--- src/rtl/fifo_uart_tx.sv ---
// Drains the byte FIFO one entry at a time and shifts each byte out as an 8N1/8N2 UART frame.
// The FIFO output is registered, so a byte is popped in FETCH and captured one cycle later in LOAD.
module fifo_uart_tx #(
  parameter int CLKS_PER_BIT = 868,
  parameter int STOP_BITS    = 1
) (
  input  logic       clk,
  input  logic       reset,
  input  logic       enable,
  input  logic       fifo_empty,
  input  logic [7:0] fifo_data,
  output logic       fifo_read,
  output logic       tx,
  output logic       busy,
  output logic       frame_done
);

  localparam int            CW        = (CLKS_PER_BIT > 1) ? $clog2(CLKS_PER_BIT) : 1;
  localparam logic [CW-1:0] CNT_LAST  = CW'(CLKS_PER_BIT - 1);
  localparam logic [2:0]    STOP_LAST = 3'(STOP_BITS - 1);

  typedef enum logic [2:0] {IDLE, FETCH, LOAD, START, DATA, STOP} state_t;

  state_t        state, state_n;
  logic [CW-1:0] cnt, cnt_n;
  logic [2:0]    bit_idx, bit_idx_n;
  logic [7:0]    sreg, sreg_n;
  logic          tx_n;
  logic          bit_end;

  assign bit_end = (cnt == CNT_LAST);

  always_ff @(posedge clk) begin
    if (reset) begin
      state   <= IDLE;
      cnt     <= '0;
      bit_idx <= '0;
      sreg    <= '0;
      tx      <= 1'b1;
    end else begin
      state   <= state_n;
      cnt     <= cnt_n;
      bit_idx <= bit_idx_n;
      sreg    <= sreg_n;
      tx      <= tx_n;
    end
  end

  // tx_n is the line level for the state being entered, so the pin register stays aligned with state.
  always_comb begin
    state_n   = state;
    cnt_n     = cnt;
    bit_idx_n = bit_idx;
    sreg_n    = sreg;
    tx_n      = 1'b1;
    case (state)
      IDLE: begin
        cnt_n     = '0;
        bit_idx_n = '0;
        if (enable && !fifo_empty) state_n = FETCH;
      end
      FETCH: state_n = LOAD;
      LOAD: begin
        sreg_n  = fifo_data;
        state_n = START;
        tx_n    = 1'b0;
      end
      START: begin
        tx_n  = 1'b0;
        cnt_n = cnt + 1'b1;
        if (bit_end) begin
          cnt_n   = '0;
          state_n = DATA;
          tx_n    = sreg[0];
        end
      end
      DATA: begin
        tx_n  = sreg[0];
        cnt_n = cnt + 1'b1;
        if (bit_end) begin
          cnt_n = '0;
          if (bit_idx == 3'd7) begin
            bit_idx_n = '0;
            state_n   = STOP;
            tx_n      = 1'b1;
          end else begin
            // Next bit sits one position up until the shift lands.
            bit_idx_n = bit_idx + 1'b1;
            sreg_n    = {1'b0, sreg[7:1]};
            tx_n      = sreg[1];
          end
        end
      end
      STOP: begin
        cnt_n = cnt + 1'b1;
        if (bit_end) begin
          cnt_n = '0;
          if (bit_idx == STOP_LAST) begin
            bit_idx_n = '0;
            state_n   = IDLE;
          end else begin
            bit_idx_n = bit_idx + 1'b1;
          end
        end
      end
      default: state_n = IDLE;
    endcase
  end

  assign fifo_read  = (state == FETCH);
  assign busy       = (state != IDLE);
  assign frame_done = (state == STOP) && bit_end && (bit_idx == STOP_LAST);

endmodule

--- config.mk ---
export PLATFORM = sky130hd
export DESIGN_NAME = fifo_uart_tx
export DESIGN_NICKNAME = d
export VERILOG_FILES = /design/src/rtl/fifo_uart_tx.sv
export SDC_FILE = /design/constraint.sdc
export NUM_CORES = 1
export LEC_CHECK = 0
export BUFFER_PORTS_ARGS = -buffer_cell sky130_fd_sc_hd__clkbuf_2
export CAP_MARGIN = 30
export CORE_MARGIN = 5
export CORE_UTILIZATION = 40
export DETAILED_ROUTE_END_ITERATION = 10
export MAX_ROUTING_LAYER = met4
export PLACE_DENSITY_LB_ADDON = 0.25
export SYNTH_ARGS = -nofsm -noshare
export SYNTH_HDL_FRONTEND = slang
export SYNTH_SLANG_ARGS = --single-unit
--- constraint.sdc ---
create_clock -name clk -period 2.2 [get_ports clk]
set_input_delay 0.33 -clock clk [delete_from_list [all_inputs] [get_ports clk]]
set_output_delay 0.33 -clock clk [all_outputs]
set_load 0.005 [all_outputs]
==> run_results.csv <==
group,metric,value,unit
outcome,outcome,"finished, final reports clean",
placed_design,dp_hpwl,2210,µm
finish,area_growth_syn_to_layout,11.1,%
synthesis,synthesis.nets,190,
finish,n_fill_cell,338,
floorplanning,die_h,69.4,µm
timing,hold_viol_final,0,
critical_path,rrSetupSlack,270,ps
critical_path,cp-start-kind,"register",
placed_design,port-buffer-count,15,
timing,max_slew_margin,68.4,%
critical_path,timing.critical_path.fanout_max,12,
finish,n_antenna_cell,0,
synthesis,yosys_warnings,0,
drt,viasPerCell,5.56,
floorplanning,rows,21,
floorplanning,fp.coreArea,0.00339,mm²
finish,final_util,46.3,%
floorplanning,dieArea,0.00482,mm²
timing,setup_viol,0,
drt,ant_nets,0,
min_path,hp-class,"input port to register",
synthesis,synth_ff_type,"dfxtp_1",
placed_design,placed_area,0.00151,mm²
placed_design,gp_congestion,0.888,
floorplanning,start_util,41.6,%
power,leakage,0.568,nW
min_path,min_from,"fifo_data[3]",
clock_tree,root_buffer,"clkbuf_4",
critical_path,startpoint,"state[0]$_SDFFE_PP0P_",
floorplanning,die_x,69.4,µm
run,drv_cap,0,
timing,skew,6.23,ps
clock_tree,clk_pin_slew,140,ps
drt,wl_per_cell,12.5,µm
critical_path,required,1870,ps
global_routing,grt_max_degree,22,
synthesis,ys_seq_area_share,35.5,%
clock_tree,cts_tree,"yes",
finish,final_cell_mix,"dfxtp_1 (23), nand2_1 (22), nor2_1 (17)",
min_path,whs_endpoint,"sreg[3]$_SDFFE_PP0P_",
global_routing,grt_pass1_wl,5230,µm
clock_tree,cts_sinks,25,
synthesis,synth_seq_cells,25,
synthesis,postSynthCellCount,174,
global_routing,antenna_found_initial,0,
critical_path,r2r-end,"cnt[5]$_SDFFE_PP0P_",
synthesis,synthArstFlopShare,0,%
drt,drt_first_pass_iters,4,
drt,drcViolationCount,0,
synthesis,avgSynthCellArea,8.11,µm²
synthesis,synth.distinct_cells,45,
finish,post-route-cell-area,0.00157,mm²
drt,wl,2930,µm
global_routing,track_usage,13.0,%
critical_path,worstRegToRegCells,7,
timing,rsz0062_at_grt,"no",
critical_path,path_class,"register to primary output",
global_routing,overflow,0,
drt,drtIter0Drc,61,
critical_path,setup.worst_path.end_class,"primary output",
clock_tree,numCtsBuffers,3,
clock_tree,clk_latency,320,ps
timing,post-route-period-util,92.4,%
finish,final_common_cell,"dfxtp_1",
power,vdd.ir_drop.worst,0.000387,V
timing,slew_viol_final,0,
power,pwr_density_cell,689,mW/mm²
critical_path,reg2reg_from,"cnt[0]$_SDFFE_PP0P_",
global_routing,grt_pass1_vias,1193,
finish,drive_gt1_share,20.1,%
clock_tree,clockBufferDepth,2,
drt,vias,1307,
timing,tightest_slew,473,ps
min_path,hold_depth,3,
finish,fin_nets,206,
clock_tree,hold_buffers,0,
floorplanning,io_pins,16,
clock_tree,htreeDepth,1,
timing,max_freq,492,MHz
timing,min_period,2030,ps
critical_path,worst-endpoint-arrival,1700,ps
synthesis,syn_area,0.00141,mm²
timing,timing.setup.tns,0,ps
synthesis,synth_edf_count,0,
==> registers in the layout, indices dropped and copies added, names as in the netlist <==
register / cells
state: 3
cnt: 10
tx: 1
sreg: 8
bit_idx: 3
==> power by group <==
| part | switching, mW | total (mW) | internal, mW |
|---|---|---|---|
| registers | 0.0561 | 0.555 | 0.499 |
| logic | 0.166 | 0.307 | 0.142 |
| clock network | 0.144 | 0.218 | 0.0740 |
| total | 0.366 | 1.08 | 0.714 |
==> routing by layer <==
| layer | track usage, % | share of wire (%) | vias up |
|---|---|---|---|
| met4 | 2.82 | 1.0 | 0 |
| met5 | - | 0 | - |
| met3 | 3.33 | 6.1 | 4 |
| li1 | - | - | 656 |
| met1 | 16.4 | 45 | 615 |
| met2 | 20.8 | 47 | 32 |
==> synthesized netlist by cell type (2+ instances only) <==
cell      number  share of area (%)
a211o_1        2                1.2
a211oi_1       2                1.1
a21oi_1       12                4.3
a22o_1         2                1.2
a311oi_1       7                4.3
a31oi_1        5                2.2
and2b_1        2                1.1
and3b_1        2                1.2
buf_2          3                1.1
buf_4          2                1.1
buf_6          2                1.6
dfxtp_1       25                 35
ha_1           4                3.5
inv_1          7                1.9
nand2_1       23                6.1
nand2b_1       5                2.2
nand3_1       13                4.6
nand3b_1       2                1.1
nor2_1        17                4.5
nor2b_1        2               0.89
nor3_1         2               0.71
o21ai_0        6                2.1
o21ai_1        3                1.1
or2_2          2               0.89
xnor2_1        2                1.2
==> per-stage QoR <==
step	hold slack (ps)	setup slack [ps]	power [mW]	std cells
2_1_floorplan	436	430	0.793	174
3_3_place_gp	457	232	0.863	230
3_5_place_dp	459	158	0.871	230
4_1_cts	219	18.9	1.10	235
5_1_grt	222	66.7	1.17	235
6_report	230	168	1.08	235
==> what timing repair did <==
item / 4_1_cts / 5_1_grt
resized for setup: 3 / 4
pin swaps: 1 / 1
hold endpoints to repair: 0 / 0
setup buffers: 1 / 0
endpoints found under the setup margin: 1 / 7
==> worst max-delay path by stage <==
stage / end / slack, ps / cells past startpoint
3_3_place_gp: bit_idx[2]$_SDFFE_PP0P_ / 230 / 7
3_5_place_dp: frame_done / 160 / 6
6_report: fifo_read / 170 / 5
5_1_grt: frame_done / 70 / 6
2_1_floorplan: state[0]$_SDFFE_PP0P_ / 430 / 7
4_1_cts: frame_done / 20 / 6
==> cell families after synthesis <==
| kind of cell | Yosys count | synth area share [%] |
|---|---|---|
| AND/OR/NAND/NOR | 80 | 30.2 |
| adder cells (fa/ha/maj) | 4 | 3.55 |
| multiplexers | 1 | 0.709 |
| XOR/XNOR | 2 | 1.24 |
| flip-flops | 25 | 35.5 |
| AO/OA/AOI/OAI | 46 | 22.3 |
| buffers and inverters | 16 | 6.47 |
==> layout make-up <==
class	instances	area, µm²	area share (%)
multi-input combinational	133	835	53.2
clock inverter	1	8.76	0.559
timing repair buffer	20	113	7.18
clock buffer	3	22.5	1.44
tap	46	57.6	3.67
sequential	25	505	32.2
inverter	7	26.3	1.68
==> critical path, stage by stage (launching register included) <==
cell and delay [ps]:
dfxtp_1 620, buf_4 210, nand2b_1 90, or2_2 300, inv_1 60, clkbuf_2 100
(Power assumes the default switching activity.)
